===== src/rtl/if_stage.sv =====
// Instruction-fetch stage with IF/ID pipeline register.
// Fetches over a req/ack port with at most one request in flight, applies
// decode-side redirects, and honours stall/flush from decode.
//
// state | meaning
// IDLE  | first cycle out of reset, no request yet
// FETCH | request outstanding at PC, waiting for ack
// HOLD  | word returned but decode could not take it; parked in r_hold
// KILL  | redirect arrived mid-fetch; drain the stale ack, then go to r_redir_pc
module if_stage #(
    parameter logic [31:0] RESET_PC  = 32'h0000_0000,
    parameter logic [31:0] NOP_INSTR = 32'h0000_0000
) (
    input  logic        i_clock,
    input  logic        i_reset,
    input  logic        i_pc_write_enable,
    input  logic        i_ifid_write_enable,
    input  logic        i_ifid_flush,
    input  logic        i_branch,
    input  logic        i_jump,
    input  logic [31:0] i_branch_dest,
    input  logic [31:0] i_jump_dest,
    output logic        o_imem_req,
    output logic [31:0] o_imem_addr,
    input  logic        i_imem_ack,
    input  logic [31:0] i_imem_rdata,
    output logic [31:0] o_instruction,
    output logic [31:0] o_pc,
    output logic        o_valid
);

    localparam logic [1:0] IDLE  = 2'd0;
    localparam logic [1:0] FETCH = 2'd1;
    localparam logic [1:0] HOLD  = 2'd2;
    localparam logic [1:0] KILL  = 2'd3;

    logic [1:0]  r_state;
    logic [31:0] r_pc;
    logic [31:0] r_redir_pc;
    logic [31:0] r_hold;
    logic [31:0] r_instr;
    logic [31:0] r_pc_out;
    logic        r_valid;

    logic        w_redir;
    logic [31:0] w_target;
    logic        w_avail;
    logic        w_take;
    logic [31:0] w_word;

    assign w_redir  = (i_branch | i_jump) & i_pc_write_enable;
    assign w_target = i_branch ? i_branch_dest : i_jump_dest;
    assign w_avail  = ((r_state == FETCH) & i_imem_ack) | (r_state == HOLD);
    // A word is only consumed when the PC may advance past it; otherwise the
    // same address would be fetched twice. With the PC frozen the word parks in HOLD.
    assign w_take   = w_avail & i_ifid_write_enable & ~i_ifid_flush & ~w_redir
                      & i_pc_write_enable;
    assign w_word   = (r_state == HOLD) ? r_hold : i_imem_rdata;

    assign o_imem_req    = (r_state == FETCH) | (r_state == KILL);
    assign o_imem_addr   = r_pc;
    assign o_instruction = r_instr;
    assign o_pc          = r_pc_out;
    assign o_valid       = r_valid;

    // Fetch FSM and PC update
    always_ff @(posedge i_clock) begin
        if (i_reset) begin
            r_state    <= IDLE;
            r_pc       <= RESET_PC;
            r_redir_pc <= RESET_PC;
            r_hold     <= NOP_INSTR;
        end else begin
            case (r_state)
                IDLE: r_state <= FETCH;
                FETCH: begin
                    if (w_redir && i_imem_ack) begin
                        r_pc <= w_target;
                    end else if (w_redir) begin
                        r_state    <= KILL;
                        r_redir_pc <= w_target;
                    end else if (w_take) begin
                        r_pc <= r_pc + 32'd4;
                    end else if (i_imem_ack) begin
                        r_state <= HOLD;
                        r_hold  <= i_imem_rdata;
                    end
                end
                HOLD: begin
                    if (w_redir) begin
                        r_state <= FETCH;
                        r_pc    <= w_target;
                    end else if (w_take) begin
                        r_state <= FETCH;
                        r_pc    <= r_pc + 32'd4;
                    end
                end
                KILL: begin
                    if (i_imem_ack) begin
                        r_state <= FETCH;
                        r_pc    <= w_redir ? w_target : r_redir_pc;
                    end else if (w_redir) begin
                        r_redir_pc <= w_target;
                    end
                end
                default: r_state <= IDLE;
            endcase
        end
    end

    // IF/ID pipeline register: flush, then stall, then load or bubble
    always_ff @(posedge i_clock) begin
        if (i_reset) begin
            r_instr  <= NOP_INSTR;
            r_pc_out <= 32'h0000_0000;
            r_valid  <= 1'b0;
        end else if (i_ifid_flush) begin
            r_instr <= NOP_INSTR;
            r_valid <= 1'b0;
        end else if (!i_ifid_write_enable) begin
            r_instr  <= r_instr;
        end else if (w_take) begin
            r_instr  <= w_word;
            r_pc_out <= r_pc;
            r_valid  <= 1'b1;
        end else begin
            r_instr <= NOP_INSTR;
            r_valid <= 1'b0;
        end
    end

endmodule


===== config.mk =====
export PLATFORM = sky130hd
export DESIGN_NAME = if_stage
export DESIGN_NICKNAME = d
export VERILOG_FILES = /design/src/rtl/if_stage.sv
export SDC_FILE = /design/constraint.sdc
export NUM_CORES = 1
export LEC_CHECK = 0
export BUFFER_PORTS_ARGS = -buffer_cell sky130_fd_sc_hd__buf_2
export CORE_ASPECT_RATIO = 0.75
export CORE_MARGIN = 4
export CORE_UTILIZATION = 54
export DETAILED_ROUTE_END_ITERATION = 7
export PLACE_DENSITY = 0.88
export SYNTH_ARGS = -nofsm -noshare
export SYNTH_HDL_FRONTEND = slang
export SYNTH_SLANG_ARGS = --single-unit

===== constraint.sdc =====
create_clock -name i_clock -period 2.95 [get_ports i_clock]
set_input_delay 0.1475 -clock i_clock [delete_from_list [all_inputs] [get_ports i_clock]]
set_output_delay 0.1475 -clock i_clock [all_outputs]
set_load 0.05 [all_outputs]

# After elaboration in Yosys (flattened, before gate mapping)

Cells that the tools add are included.

Register bits: 163
Input bits: 104
Output and inout bits: 98
Word-level logic and storage cells: 63

Add/sub/neg operators: 1
Eq/ne operators: 10
Muxes and demuxes: 22
Bitwise logic cells: 13
Reductions and logical operators: 10

Operators by type and width:

| kind                    | count |
|---|---|
| $mux W32                | 11 |
| $pmux W32 S3            | 1 |
| $pmux W32 S2            | 1 |
| $add A32 B3 Y32 const B | 1 |
| $mux W2                 | 7 |
| $reduce_and A5 Y1       | 2 |
| $ne A3 B3 Y1 const B    | 3 |
| $reduce_and A3 Y1       | 3 |
| $pmux W2 S4             | 1 |
| $and A1 B1 Y1           | 6 |
| $ne A2 B2 Y1 const B    | 3 |
| $eq A2 B2 Y1 const B    | 2 |
| $not A1 Y1              | 4 |
| $ne A3 B2 Y1 const B    | 1 |
| $or A1 B1 Y1            | 3 |
| $reduce_bool A3 Y1      | 1 |
| $eq A2 B1 Y1 const B    | 1 |
| $logic_not A2 Y1        | 1 |
| $reduce_bool A2 Y1      | 1 |
| $reduce_or A2 Y1        | 1 |
| $logic_and A1 B1 Y1     | 1 |
| $mux W1                 | 1 |

# Depth between registers and ports, before layout

Word-level depth: 11
Mapped depth: 10
Gate-level depth less buffers: 6

# Worst setup path before layout

Ideal clock, no wire load.

Path type: register to register
From: register r_pc[13], in the netlist o_imem_addr[13]
To: register r_pc[27], in the netlist o_imem_addr[27]
Library setup time: 74 ps
Data arrival time: 2528 ps
Data required time: 2876 ps
Path slack: 348 ps
Stages on the path, launching flop included: 8
Path buffers: 1
Period minus slack after synthesis: 2602 ps
Cell sequence: dfxtp_1 > clkbuf_1 > and3_1 > nand4_1 > nor4_2 > nand2_1 > or4_1 > a31oi_1

Longest elaborated chain between the ends: 5
Elaborated cells on any way between the ends: 6
Classes of those cells: 1 x add/sub; 5 x mux

Ends and longest elaborated chain:

| what                     | line   | RTL |
|---|---|---|
| start: declaration       | 38     | `logic [31:0] r_pc;` |
| start signal: assignment | 78     | `r_pc <= w_target;` |
| start signal: assignment | 83     | `r_pc <= r_pc + 32'd4;` |
| start signal: assignment | 92     | `r_pc <= w_target;` |
| $add A32 B3 Y32 *        | 83, 95 |  |
| $mux W32 *               | 82, 93 |  |
| $mux W32                 | 79     | `end else if (w_redir) begin` |
| $mux W32                 | 77     | `if (w_redir && i_imem_ack) begin` |
| $pmux W32 S3 *           | 74     | `case (r_state)` |

Every way passes the cells marked *; elsewhere a longest branch is shown, timed or not. The select of a mux whose other input is x is not followed.
A chain may end at the register's enable or synchronous reset.

# Worst setup path in the final report

From: register r_pc[11], in the netlist o_imem_addr[11]
To: register r_pc[30], in the netlist o_imem_addr[30]

Same word-level chain as after synthesis.

==> impl_metrics.toml <==
[yosys]
async_flop_share_pct = 0
yosysTopAreaCell = "dfxtp_1"
synth_area_leaders = "dfxtp_1, a21oi_1, nand2_1"
synth_edf_count = 0
synth.ff_latch_count = 163
yosys_warnings = 0
yosysSeqAreaShare_pct = 40.2
synth_top_area_share_pct = 40.2
netlist_area_um2 = 8110
syn_nets = 1156
ys.flop_type = "dfxtp_1"
synth.avg_cell_area_um2 = 7.72
synth_cell_types = 64
syn_inst = 1051

[global_routing]
gr-max-usage-layer = "met2"
grt_pass1_wl_um = 43500
antenna_found_initial = 0
use_met3_pct = 7.76
grtUsageMet1_pct = 42.1
grt_max_degree = 162
first_global_vias = 8603
overflow = 0
grt_util_all_layers_pct = 31.3
grt_use_met2_pct = 48.1

[worst_setup_path]
cp.arrival_ps = 3220
cp.required_ps = 3290
worstSetupStartpointType = "flop"
worstPathCellList = "and4_1 > nand4_1 > nor4_4 > nand3_1 > or4_1 > a31oi_1"
critPathMaxStageDelay_ps = 550
critPathKind = "flop to flop"
slowest_stage = "nor4_4"
reg2reg_slack_ps = 70
cp_max_fo = 7
startpoint = "o_imem_addr[11]"
timing.rr.start = "o_imem_addr[11]"
end_kind = "flop"

[clock_network]
cts-root-buf = "clkbuf_16"
clkSlewWorstSetupHoldPaths_ps = 70
post-cts-setup-buffers = 0
cts_buffer_depth = 2
cts_tree = "built"
insertion_delay_ps = 430
numCtsBuffers = 17
cts_sinks = 163
htreeDepth = 4

[floorplan]
die_w_um = 150
die-area_um2 = 17100
fp.coreArea_um2 = 14600
io_pins = 202
initial_core_util_pct = 55.6
rows = 38
die_y_um = 114

[finish]
syn2layout_area_growth_pct = 26.1
antennaDiodeCount = 0
final_nets = 1349
final_common_cell = "buf_2"
layout-drive-gt1-share_pct = 22.9
layout_common_cells = "buf_2, dfxtp_1, nand2_1"

[power]
total_power_mw = 5.74
p_per_area_nw_per_um2 = 561
vdd_drop_max_mv = 0.430
leakage_nw = 4.33

[timing]
maxSlewViolCount = 0
layout_worst_path_cycle_share_pct = 97.5
tns_ps = 0
skew_ps = 12.2
finalSetupViolCount = 0
rsz0062_at_grt = "true"
tightest_slew_ps = 1030
fmax_mhz = 348
period_minus_slack_ps = 2880
relSlewSlack_pct = 31.2
hold_violations = 0

[placement]
place_congestion = 0.955
hpwl_um = 18100
portBuffers = 201

[drt]
ant_nets = 0
wirelength_um = 27100
via_count = 9009
drt_iter0_markers = 1284
drt_pass1_iterations = 7
viasPerCell = 6.18
drc = 0
post_drt_wl_per_cell_um = 18.6

[outcome]
status = "completed"

[min_path]
min_from = "i_imem_rdata[0]"
hp-class = "input pin to flop"

[flow_run]
max-cap-violations = 0
==> sequential cells by signal, indices dropped and copies added, names as in the netlist <==
register       flops
o_imem_addr       32
o_instruction     32
o_pc              32
o_valid            1
r_hold            32
r_redir_pc        32
r_state            2
==> power by group <==
group / switching (mW) / internal [mW]
Combinational: 0.684 / 0.348
Clock: 1.01 / 1.29
Sequential: 0.115 / 2.29
Total: 1.81 / 3.93
==> metal layers <==
metal | share of wire, % | vias to the layer above
li1 | - | 4178
met1 | 40 | 4132
met2 | 45 | 594
met3 | 11 | 105
met4 | 4.1 | 0
met5 | 0 | -
==> critical path: cells and delay by family, from the launching register on <==
kind            cells  cell delay (ps)
simple gates        5             2110
flops               1              520
compound gates      1              160
==> through the flow <==
stage          cell area, um2  utilization (%)  hold slack, ps  setup WS [ps]  std cells
2_1_floorplan            8110                -             291            348       1051
3_3_place_gp             9300             63.7             396            374       1394
3_5_place_dp             9300             63.7             408            273       1394
4_1_cts                 10200             70.0            1.74            218       1457
5_1_grt                 10200             70.1            27.7          -10.5       1457
6_report                10200             70.1            14.3           73.4       1457
==> kinds of logic after synthesis <==
kind of cell               Yosys count  synth area share (%)
and+or+nand+nor                    393                  22.0
AOI/OAI and AO/OA                  322                  24.6
adders and majority gates            1                 0.154
muxes                               55                  6.90
xor gates and xnor gates            10                  1.08
buffers and inverters              107                  5.07
DFF                                163                  40.2
==> timing repair <==
| action | in CTS | in global routing |
|---|---|---|
| endpoints found under the setup margin | 0 | 2 |
| hold buffers | 31 | 0 |
| endpoints found under the hold margin | 31 | 0 |
| resized for setup | 0 | 1 |
==> synthesized netlist by cell type, drive strengths merged (10+ instances only) <==
| master | number |
|---|---|
| inv | 15 |
| a211oi | 39 |
| clkbuf | 75 |
| nand2 | 154 |
| nand3 | 23 |
| nor3 | 49 |
| a31oi | 12 |
| buf | 15 |
| nor2 | 103 |
| a22oi | 10 |
| nand4 | 10 |
| dfxtp | 163 |
| o22ai | 12 |
| mux2i | 48 |
| a21oi | 138 |
| o21ai | 49 |
| nor4 | 10 |
==> path summary, 6_finish.rpt <==
kind	depth (start not counted)	endpoint
setup / recovery	6	o_imem_addr[30]
hold / removal	3	r_hold[0]
setup reg to reg	6	o_imem_addr[30]
hold reg to reg	2	o_pc[13]
==> layout make-up <==
class / instances / area [um2]
clock buffer: 17 / 425
sequential: 163 / 3260
clock inverter: 15 / 184
timing repair buffer: 264 / 1570
tap: 200 / 250
fill: 1158 / 4370
multi-input combinational: 781 / 4470
inverter: 17 / 63.8
No activity file was read; power rests on OpenSTA's default activity.
